**config.mk**
```make
export PLATFORM = sky130hd
export DESIGN_NAME = uart_cmd_parser
export DESIGN_NICKNAME = d
export VERILOG_FILES = /design/src/rtl/uart_cmd_parser.sv
export SDC_FILE = /design/constraint.sdc
export NUM_CORES = 1
export LEC_CHECK = 0
export CAP_MARGIN = 10
export CORE_UTILIZATION = 54
export CTS_BUF_LIST = sky130_fd_sc_hd__clkbuf_2 sky130_fd_sc_hd__clkbuf_4 sky130_fd_sc_hd__clkbuf_8
export DETAILED_ROUTE_END_ITERATION = 16
export GPL_TIMING_DRIVEN = 0
export PLACE_DENSITY = 0.85
export SYNTH_ARGS = -nofsm -noshare
export SYNTH_HDL_FRONTEND = slang
export SYNTH_SLANG_ARGS = --single-unit
export TNS_END_PERCENT = 5
```
**constraint.sdc**
```tcl
create_clock -name clk -period 2.4 [get_ports clk]
set_input_delay 0.6 -clock clk [delete_from_list [all_inputs] [get_ports clk]]
set_output_delay 0.6 -clock clk [all_outputs]
set_load 0.02 [all_outputs]
```
**src/rtl/uart_cmd_parser.sv**
```systemverilog
// uart_cmd_parser: frames A5/cmd/len/payload/csum byte stream into verified commands; optional inter-byte timeout via UART_CMD_TIMEOUT_EN
module uart_cmd_parser #(
  parameter int          CLK_FRE       = 50,
  parameter int          UART_RATE     = 115200,
  parameter logic [7:0]  HEADER        = 8'hA5,
  parameter int          MAX_LEN       = 8,
  parameter int          TIMEOUT_BYTES = 4
) (
  input  logic                 clk,
  input  logic                 rst_n,
  input  logic                 recv_en,
  input  logic [7:0]           recv_data,
  output logic                 cmd_valid,
  input  logic                 cmd_ready,
  output logic [7:0]           cmd_code,
  output logic [7:0]           cmd_len,
  output logic [MAX_LEN*8-1:0] cmd_payload,
  output logic                 frame_err
);
  typedef enum logic [2:0] {HUNT, CMD, LEN, DATA, CSUM, HOLD} state_t;
  state_t               state_q, state_d;
  logic                 recv_en_q;
  logic [7:0]           csum_q, csum_d, code_q, code_d, len_q, len_d;
  logic [3:0]           idx_q, idx_d;
  logic [MAX_LEN*8-1:0] payload_q, payload_d;
  logic                 valid_q, valid_d, err_q, err_d;
  logic                 byte_stb;
  assign byte_stb = recv_en & ~recv_en_q;
`ifdef UART_CMD_TIMEOUT_EN
  localparam int TIMEOUT_CYC = CLK_FRE * 1000000 / UART_RATE * 10 * TIMEOUT_BYTES;
  localparam int TW = $clog2(TIMEOUT_CYC);
  logic [TW-1:0] cnt_q, cnt_d;
  logic          idle, timeout;
  assign idle    = (state_q == HUNT) || (state_q == HOLD);
  assign timeout = !byte_stb && !idle && (cnt_q == TW'(TIMEOUT_CYC - 1));
  // Inter-byte silence counter, only runs while a frame is partially assembled
  always_comb cnt_d = (byte_stb || idle || timeout) ? '0 : cnt_q + 1'b1;
  // Counter register
  always_ff @(posedge clk or negedge rst_n)
    if (!rst_n) cnt_q <= '0;
    else        cnt_q <= cnt_d;
`endif
  // Frame assembly next-state logic
  always_comb begin
    state_d   = state_q;
    csum_d    = csum_q;
    code_d    = code_q;
    len_d     = len_q;
    idx_d     = idx_q;
    payload_d = payload_q;
    valid_d   = valid_q;
    err_d     = 1'b0;
    case (state_q)
      HUNT: if (byte_stb && recv_data == HEADER) begin
        state_d   = CMD;
        csum_d    = '0;
        payload_d = '0;
        idx_d     = '0;
      end
      CMD: if (byte_stb) begin
        code_d  = recv_data;
        csum_d  = recv_data;
        state_d = LEN;
      end
      LEN: if (byte_stb) begin
        len_d   = recv_data;
        csum_d  = csum_q + recv_data;
        err_d   = recv_data > 8'(MAX_LEN);
        state_d = err_d ? HUNT : (recv_data == 8'd0 ? CSUM : DATA);
      end
      DATA: if (byte_stb) begin
        payload_d[{idx_q, 3'b000} +: 8] = recv_data;
        csum_d  = csum_q + recv_data;
        idx_d   = idx_q + 4'd1;
        state_d = ({4'b0, idx_q} == len_q - 8'd1) ? CSUM : DATA;
      end
      CSUM: if (byte_stb) begin
        valid_d = recv_data == csum_q;
        err_d   = !valid_d;
        state_d = valid_d ? HOLD : HUNT;
      end
      HOLD: begin
        err_d = byte_stb;
        if (cmd_ready) begin
          valid_d = 1'b0;
          state_d = HUNT;
        end
      end
      default: state_d = HUNT;
    endcase
`ifdef UART_CMD_TIMEOUT_EN
    if (timeout) begin
      err_d   = 1'b1;
      state_d = HUNT;
    end
`endif
  end
  // State and datapath registers
  always_ff @(posedge clk or negedge rst_n)
    if (!rst_n) begin
      state_q   <= HUNT;
      recv_en_q <= 1'b0;
      csum_q    <= '0;
      code_q    <= '0;
      len_q     <= '0;
      idx_q     <= '0;
      payload_q <= '0;
      valid_q   <= 1'b0;
      err_q     <= 1'b0;
    end else begin
      state_q   <= state_d;
      recv_en_q <= recv_en;
      csum_q    <= csum_d;
      code_q    <= code_d;
      len_q     <= len_d;
      idx_q     <= idx_d;
      payload_q <= payload_d;
      valid_q   <= valid_d;
      err_q     <= err_d;
    end
  assign cmd_valid   = valid_q;
  assign cmd_code    = code_q;
  assign cmd_len     = len_q;
  assign cmd_payload = payload_q;
  assign frame_err   = err_q;
endmodule

```
==> results.md, run 1 <==
- In the post-route analysis, the smallest setup slack over all paths is -0.0272 ns.
- The worst-case IR drop observed on VDD is a little over 0.7 mV.
- The final number of max-transition violations is 0.
- Synthesis instantiated 63 different standard cells from the library.
- After clock tree synthesis, the clock-pin slew on the worst setup and hold paths is approximately 0.10 ns.
- For met2 alone, demand over resource in global routing was 0.467.
- The number of antenna diodes is 0.
- The measured slew at the worst slew-check pin is 0.788 ns.
- The routed design could run at a clock period as short as between 2 and 2.5 ns.
- The leakage dissipation is 2.82 nW.
- STA classifies the critical path startpoint as an input port.
- The largest net degree at the start of global routing is 56.
- The number of global-route vias before repair is ~4.3k.
- Before CTS, the worst setup slack after placement is -0.477 ns.
- The effective utilization at floorplan is 0.563.
- The total power is 5.82 mW.
- Headroom to the max-slew limit came out at 0.474.
- STA puts the critical path data required time at 2.70 ns.
- The total overflow left after global routing is 0.
- After synthesis the netlist holds a flip-flop and latch count of approximately 100.
- Of the total synthesized cell area, the portion taken by XOR and XNOR cells is 0.0178.
- The clock tree root driver cell is sky130_fd_sc_hd__clkbuf_8.
- The mux contribution to synthesized area is 0.0525.
- The ratio of final minimum period to clock period is 1.01.
- The floorplan row count is 34.
- Of the total synthesized cell area, the portion taken by full adders, half adders and majority gates is 0.0345.
- The CTS tree is built.
- The floorplan step set the die height to about 98 um.
- The number of antenna violations at the first check in global routing is 0.
- Summing over every cut layer, the via total after detailed routing is 4,296.
- Clock tree synthesis found a total of a little under 100 sinks.
- The final reports fail on negative setup slack.
- The power density over the cells is 915 nW/um2.
- The met3 capacity usage during global routing is 0.0561.
- Synthesis produced a netlist whose cell count is ~470.
- In the final layout, the share of cells above drive strength 1 is 0.143.
- Dividing the synthesized area by the synthesized cell count gives between 10 and 15 um2.
- The top cell type's share of synthesized area is 0.497.
- In this run the worst path has a maximum fanout of 7.
- The routed wire length is about 13 mm.
- Setup violations remaining at the end of the flow were counted as 1.
- The TritonCTS buffer count is 9.
- In this run, the number of DRC markers left after iteration 0 of detailed routing was about 360.
- The area of the core region is 8760 um2.
- The count of warnings emitted by yosys is 0.
- The number of nets handed over by synthesis was between 400 and 500.
- The combinational family with the most area after synthesis is simple AND/OR/NAND/NOR gates.
- The post-layout net count is between 600 and 700.
- The worst clock skew is around 0.011 ns.
- The detailed-router iteration count before antenna repair is 7.
- Yosys attributes the largest share of cell area to sky130_fd_sc_hd__dfrtp_1 (50%), sky130_fd_sc_hd__a22o_1 (5.9%), sky130_fd_sc_hd__nand2_1 (4.1%).
- The number of placed instances, taps included is ~670.
- The worst setup path is captured at a flip-flop.
- The main flop type after synthesis is sky130_fd_sc_hd__dfrtp_1.
- The maximum level of the CTS H-tree is 3.
- The clock network latency to the later pin of the worst-skew pair is ~0.37 ns.
- The biggest area contributor in the post-synthesis netlist is sky130_fd_sc_hd__dfrtp_1.
- In the global route stage, overall resource usage came out at 0.289.
- The total count of hold-check failures in the final report is 0.
- After detailed routing, the number of remaining DRC violations is 0.
- The maximum clock insertion buffer count is 2.
- The final HPWL from detailed placement is 9.06 mm.
- Of the total synthesized cell area, the portion taken by AND, OR, NAND and NOR gates is 0.194.
- The number of max-capacitance violations reported is 0.
- The growth of design area from synthesis to finish is 29.0%.
- Based on the critical path, the design can be clocked at up to between 0.4 and 0.5 GHz.
- The worst endpoint data arrival time is approximately 2.7 ns.
- Dividing the detail-routed via count by the number of cells gives 6.23.
- The cell area that synthesis handed to floorplanning was about 4900 um2.
- Of all flip-flops after synthesis, the portion carrying an async set or reset was 1.00.
- The proportion of synthesized chip area in sequential cells is 0.497.
- Dividing the detail-routed wire length by the instance count gives about 19 um.
- Hold repair after CTS inserted 0 buffers.
- In this run the most used layer during global routing was met2.
- The met1 track demand over resource in global routing is 0.380.
- The wire length of the first global-routing pass is 21.8 mm.
- For this design the top-level I/O count stands at 94.
- Measured on the finished design, the core utilization comes to 0.726.
- The width of the die is 97.6 um.
- Once detail routing completed, the nets flagged for antenna violations numbered 0.
- The run finished, with violations left.
- The number of input and output port buffers inserted is 93.
- The final RePlAce weighted congestion is a little over 0.9.
- The final standard cell count with taps included and fillers excluded is between 600 and 700.
- The critical path class is input port to flip-flop.
- The min-delay analysis places its worst path in the category input port to async pin.
- Summed over all failing endpoints, the final setup total negative slack is -0.0272 ns.
- Setup repair after global routing could not meet its margin everywhere.
- Counting flops with a built-in enable in the synthesized netlist gives 0.
- The complex-gate fraction of the synthesized area is 0.167.
- The floorplan step defined a die boundary enclosing 9520 um2.
-- layer usage --
layer	vias up	routed length, um
li1	1905	-
met1	2124	5620
met2	222	6380
met3	45	971
met4	0	404
met5	-	0
-- cell type report --
class	count	area, um2
fillers	617	2400
repair buffers	96	968
multi-input cells	330	2430
inverters	17	63.8
clock inverters	6	58.8
well taps	108	135
flip-flops and latches	98	2450
plain buffers	25	118
clock buffers	10	138
-- logic make-up after synthesis --
kind of cell / count (synthesis)
simple gates: 170
compound gates: 113
flops: 98
buf+inv: 43
mux: 24
fa+ha+maj: 13
xor+xnor: 10
-- synthesized netlist by cell type (8+ instances only) --
library cell	instances
sky130_fd_sc_hd__dfrtp_1	98
sky130_fd_sc_hd__nand2_1	54
sky130_fd_sc_hd__a22o_1	33
sky130_fd_sc_hd__nand3_1	31
sky130_fd_sc_hd__nor2_1	25
sky130_fd_sc_hd__o21ai_0	25
sky130_fd_sc_hd__inv_1	17
sky130_fd_sc_hd__a21oi_1	16
sky130_fd_sc_hd__clkbuf_1	15
sky130_fd_sc_hd__mux2_2	15
sky130_fd_sc_hd__ha_1	12
sky130_fd_sc_hd__buf_2	9
sky130_fd_sc_hd__mux2i_1	9
sky130_fd_sc_hd__nand2b_1	8
-- repair_timing --
action	in CTS	in global routing
pin swaps	2	3
setup buffers	1	1
gates resized for setup	15	13
endpoints found under the setup margin	55	59
-- power by group --
| part | leakage (nW) | switching, mW | total (mW) | internal (mW) |
|---|---|---|---|---|
| Clock | 0.0984 | 0.638 | 1.07 | 0.431 |
| Combinational | 1.45 | 1.45 | 2.56 | 1.11 |
| Sequential | 1.27 | 0.257 | 2.20 | 1.94 |
| Total | 2.82 | 2.34 | 5.82 | 3.48 |
-- critical path, stage by stage --
cell	delay, ns
sky130_fd_sc_hd__clkdlybuf4s50_1	0.56
sky130_fd_sc_hd__ha_1	0.46
sky130_fd_sc_hd__a21oi_1	0.17
sky130_fd_sc_hd__or4b_2	0.64
sky130_fd_sc_hd__a31oi_1	0.15
sky130_fd_sc_hd__o22a_1	0.15
-- path summary, 6_finish.rpt --
path	slack [ns]	depth (start not counted)	to	start
max	-0.03	6	csum_q[6]$_DFFE_PN0P_	recv_data[3]
min	0.22	1	csum_q[4]$_DFFE_PN0P_	rst_n
max reg2reg	0.11	8	cmd_payload[8]$_DFFE_PN0P_	idx_q[0]$_DFFE_PN0P_
min reg2reg	0.48	2	cmd_payload[1]$_DFFE_PN0P_	cmd_payload[1]$_DFFE_PN0P_
max in group asynchronous	1.51	2	cmd_payload[11]$_DFFE_PN0P_	rst_n
min in group clk	0.48	2	cmd_payload[1]$_DFFE_PN0P_	cmd_payload[1]$_DFFE_PN0P_
-- per-stage QoR --
step                area, um2  hold WS, ns
floorplan                4930        0.304
global placement         6000        0.450
detailed placement       6020        0.456
CTS                      6300        0.244
global route             6360        0.274
finish                   6360        0.222
-- state kept, by name, indices dropped and copies added, names as in the netlist --
signal and flops:
cmd_code 8, cmd_len 8, cmd_payload 64, cmd_valid 1
csum_q 8, frame_err 1, idx_q 4, recv_en_q 1
state_q 3
-- layout by cell type, fill, tap and decap left out, types with 3 or more instances in the layout --
cell,instances
sky130_fd_sc_hd__nor3_1,5
sky130_fd_sc_hd__xor2_1,3
sky130_fd_sc_hd__nor3_4,3
sky130_fd_sc_hd__nor2_1,24
sky130_fd_sc_hd__buf_4,6
sky130_fd_sc_hd__nand3_1,31
sky130_fd_sc_hd__clkbuf_8,10
sky130_fd_sc_hd__nor2b_1,3
sky130_fd_sc_hd__inv_1,17
sky130_fd_sc_hd__a22oi_1,5
sky130_fd_sc_hd__buf_2,8
sky130_fd_sc_hd__nand2b_1,8
sky130_fd_sc_hd__nand4_1,3
sky130_fd_sc_hd__inv_8,3
sky130_fd_sc_hd__dfrtp_1,98
sky130_fd_sc_hd__a21oi_1,16
sky130_fd_sc_hd__mux2i_1,9
sky130_fd_sc_hd__clkdlybuf4s50_1,90
sky130_fd_sc_hd__a21o_1,3
sky130_fd_sc_hd__xnor2_1,7
sky130_fd_sc_hd__ha_1,10
sky130_fd_sc_hd__nand2_1,54
sky130_fd_sc_hd__clkbuf_1,12
sky130_fd_sc_hd__or3_1,5
sky130_fd_sc_hd__a22o_1,33
sky130_fd_sc_hd__o21ai_0,25
sky130_fd_sc_hd__mux2_2,15
sky130_fd_sc_hd__a21oi_2,3
sky130_fd_sc_hd__nor3b_2,3
sky130_fd_sc_hd__nor4_1,4
sky130_fd_sc_hd__o211ai_1,4
(Power assumes the default switching activity.)
==> run 2: changes to the inputs <==
Settings changed: CTS_BUF_LIST sky130_fd_sc_hd__clkbuf_2 sky130_fd_sc_hd__clkbuf_4 sky130_fd_sc_hd__clkbuf_8 to sky130_fd_sc_hd__clkbuf_8.
==> results of run 2 <==
No change in the layout: final DEF, timing and power equal those of run 1.
==> run 3: changes to the inputs <==
Settings changed: CAP_MARGIN 10 to 0, CORE_UTILIZATION 54 to 48, PLACE_DENSITY 0.85 to 0.78.
==> run 3 against run 2 <==
Effect of this change:
- the flow now finishes without violations
- worst hold slack worse by 0.012 ns
- design area is 0.63% higher
- setup slack better by 0.13 ns
- clock-buffer cell count stayed put
- combinational power is 4% lower
- die area is 12% higher
- critical path depth is 2 higher
- core utilization is 7.7 points lower
- final cell count is 4.5% higher
- critical path type is now flip-flop to flip-flop
- largest cell class unchanged
- largest power group unchanged
==> results.md, run 3 (same netlist as run 1, synthesis figures left out) <==
- The flow ran to the end, and the final reports show no timing, DRC or antenna violations.
- After floorplanning, the core was divided into 36 placement rows.
- The clock tree synthesis step divided the H-tree into 3 levels.
- The clock period minus final worst setup slack is 2.29 ns.
- The growth of design area from synthesis to finish is 29.8%.
- The die is 103 um tall.
- STA puts the critical path data arrival time at about 2.6 ns.
- The library cells used most frequently in the layout, excluding fill and tap cells, are sky130_fd_sc_hd__dfrtp_1 (97), sky130_fd_sc_hd__clkdlybuf4s50_1 (86), sky130_fd_sc_hd__nand2_1 (54), sky130_fd_sc_hd__a22o_1 (33), sky130_fd_sc_hd__nand3_1 (31).
- The clock-pin slew on the worst setup and hold paths is 0.10 ns.
- The routed wire length is ~13 mm.
- The post-layout net count is approximately 610.
- The multi-input combinational cell area is approximately 2400 um2.
- The number of global-route vias before repair was between 4k and 5k.
- The TritonCTS buffer count is 9.
- The final RePlAce weighted congestion is around 0.89.
- The later pin in the worst-skew pair is clocked with a latency of 0.37 ns.
- Pin placement for this block handled 94 I/O pins.
- The placed cell area is around 6100 um2.
- The endpoint class of the critical path is a flip-flop.
- The number of sinks driven by the clock tree is slightly below 100.
- The repair_antennas step left the layout with diodes totalling 0.
- STA puts the critical path data required time at 2.67 ns.
- The floorplan step defined a die boundary enclosing around 11,000 um2.
- The clock tree root driver cell is sky130_fd_sc_hd__clkbuf_8.
- For this run, design rule violations remaining after detail routing come to 0.
- Excluding fillers, the count of instances in the completed layout stands at a little over 700.
- The ratio of final minimum period to clock period is 0.956.
- The core region is ~10000 um2.
- The critical path startpoint is idx_q[0]$_DFFE_PN0P_.
- The wire length of the first global-routing pass is 20.7 mm.
- The number of input and output port buffers inserted is 93.
- The number of nets with antenna violations after detailed routing is 0.
- With fillers left out, the area of the finished cells amounts to 6400 um2.
- Across all layers, the routed design uses approximately 4.2k vias.
- The total count of hold-check failures in the final report came to 0.
- The largest net degree at the start of global routing is 59.
- The most common cell after layout, fill and taps aside is sky130_fd_sc_hd__dfrtp_1.
- The number of antenna violations at the first check in global routing is 0.
- The final number of max-transition violations came to 0.
- After detailed routing, the average wire length per cell comes to 18.0 um.
- The leakage dissipation is between 2 and 3 nW.
- The kind of start point of the critical path is a flip-flop.
- The CTS tree is built.
- The number of placed instances, taps included is between 600 and 700.
- Along the worst path, the maximum fanout reaches 10.
- For the pin with the worst max-slew slack, the measured transition is 0.801 ns.
- The global-route total usage across every layer is 0.256.
- The highest attainable clock frequency is approximately 0.44 GHz.
- The die is just over 100 um wide.
- The number of buffers added to fix hold violations after cts is 0.
- The final setup violation count is 0.
- The detailed-route vias per instance is 5.76.
- The number of flip-flops in the largest register is 64.
- The critical path class is flip-flop to flip-flop.
- The aggregate global routing overflow is 0.
- The clock arrives with 0.0166 ns of skew.
- The layout filler cell count is approximately 770.
- Counting along the longest clock path gives a buffer depth of 2.
- For this configuration, the core starts out at a cell density of 0.500.
- The pre-antenna-repair detailed-routing pass consisted of 5 iterations.
- VDD sags by at most a little over 0.6 mV.
- The final HPWL from detailed placement is around 9.0 mm.
- The tool flagged a number of max-cap violations equal to 0.
- In this run the power density over the cells is ~890 nW/um2.
- The fraction of layout cells with a size suffix above 1 is 0.150.
- The kind of path behind the tightest hold check is input port to async pin.
- The remaining max-slew budget at the tightest pin is 0.466.
- For this block, the initial DRC count from the detailed router was 310.
- Across the whole layout, storage elements account for about 2500 um2.
- The beginning of the worst register-to-register path is idx_q[0]$_DFFE_PN0P_.
==> run 3: cell types whose count changed in the layout (fill, tap and decap cells not counted), sizes merged <==
cell           previous run  this run
dlymetal6s2s              0         5
clkinv                    2         1
clkdlybuf4s50            90        86
buf                      15        19
inv                      20        21
clkbuf                   24        26
dlygate4sd2               2         1
==> run 3: what timing repair did <==
| action | in CTS | in global routing |
|---|---|---|
| pin swaps | 3 | 7 |
| gates resized for setup | 8 | 22 |
| setup endpoints to repair | 44 | 75 |
| buffers inserted | 1 | 6 |
==> run 3: worst max-delay path: stages (launching register included) <==
cell and delay (ns):
sky130_fd_sc_hd__dfrtp_2 0.42, sky130_fd_sc_hd__buf_4 0.20, sky130_fd_sc_hd__inv_1 0.08, sky130_fd_sc_hd__ha_1 0.31, sky130_fd_sc_hd__and2_1 0.21, sky130_fd_sc_hd__o31ai_2 0.45
sky130_fd_sc_hd__nor4_4 0.07, sky130_fd_sc_hd__o21a_2 0.26, sky130_fd_sc_hd__o21ai_0 0.19
==> run 3: layer usage <==
metal,track usage,part of all wire,vias to the layer above,routed length (um)
li1,-,-,1925,-
met1,0.354,0.45,2069,5870
met2,0.413,0.49,135,6300
met3,0.0403,0.046,24,602
met4,0.0878,0.016,0,210
met5,0,0,-,0
==> run 3: per-stage QoR <==
stage	hold WS (ns)	power (mW)	TNS, ns	util	setup slack [ns]
global route	0.245	6.04	-0.132	0.649	-0.0279
detailed placement	0.457	4.54	-29.74	0.614	-0.502
CTS	0.215	5.63	0	0.637	0.00399
floorplan	0.304	3.72	0	-	0.223
finish	0.210	5.71	0	0.649	0.106
global placement	0.452	4.43	-294.37	0.611	-2.76
==> run 3: path summary, 6_finish.rpt <==
check | end | slack [ns] | cells past startpoint
min in group clk | cmd_payload[7]$_DFFE_PN0P_ | 0.47 | 2
setup reg to reg | cmd_payload[35]$_DFFE_PN0P_ | 0.11 | 8
setup / recovery | cmd_payload[35]$_DFFE_PN0P_ | 0.11 | 8
max in group asynchronous | cmd_payload[44]$_DFFE_PN0P_ | 1.51 | 2
hold / removal | csum_q[5]$_DFFE_PN0P_ | 0.21 | 1
hold reg to reg | cmd_payload[7]$_DFFE_PN0P_ | 0.47 | 2
==> run 3: power by group <==
part	switching (mW)	internal [mW]	total (mW)
Combinational	1.37	1.08	2.45
Clock	0.628	0.430	1.06
Sequential	0.261	1.94	2.20
==> run 3: final cells by class <==
cell class / count / share of cell area
sequential: 98 / 0.383
multi-input combinational: 330 / 0.372
timing repair buffer: 101 / 0.159
tap: 133 / 0.0260
clock buffer: 10 / 0.0215
buffer: 26 / 0.0195
inverter: 17 / 0.00996
clock inverter: 6 / 0.00879
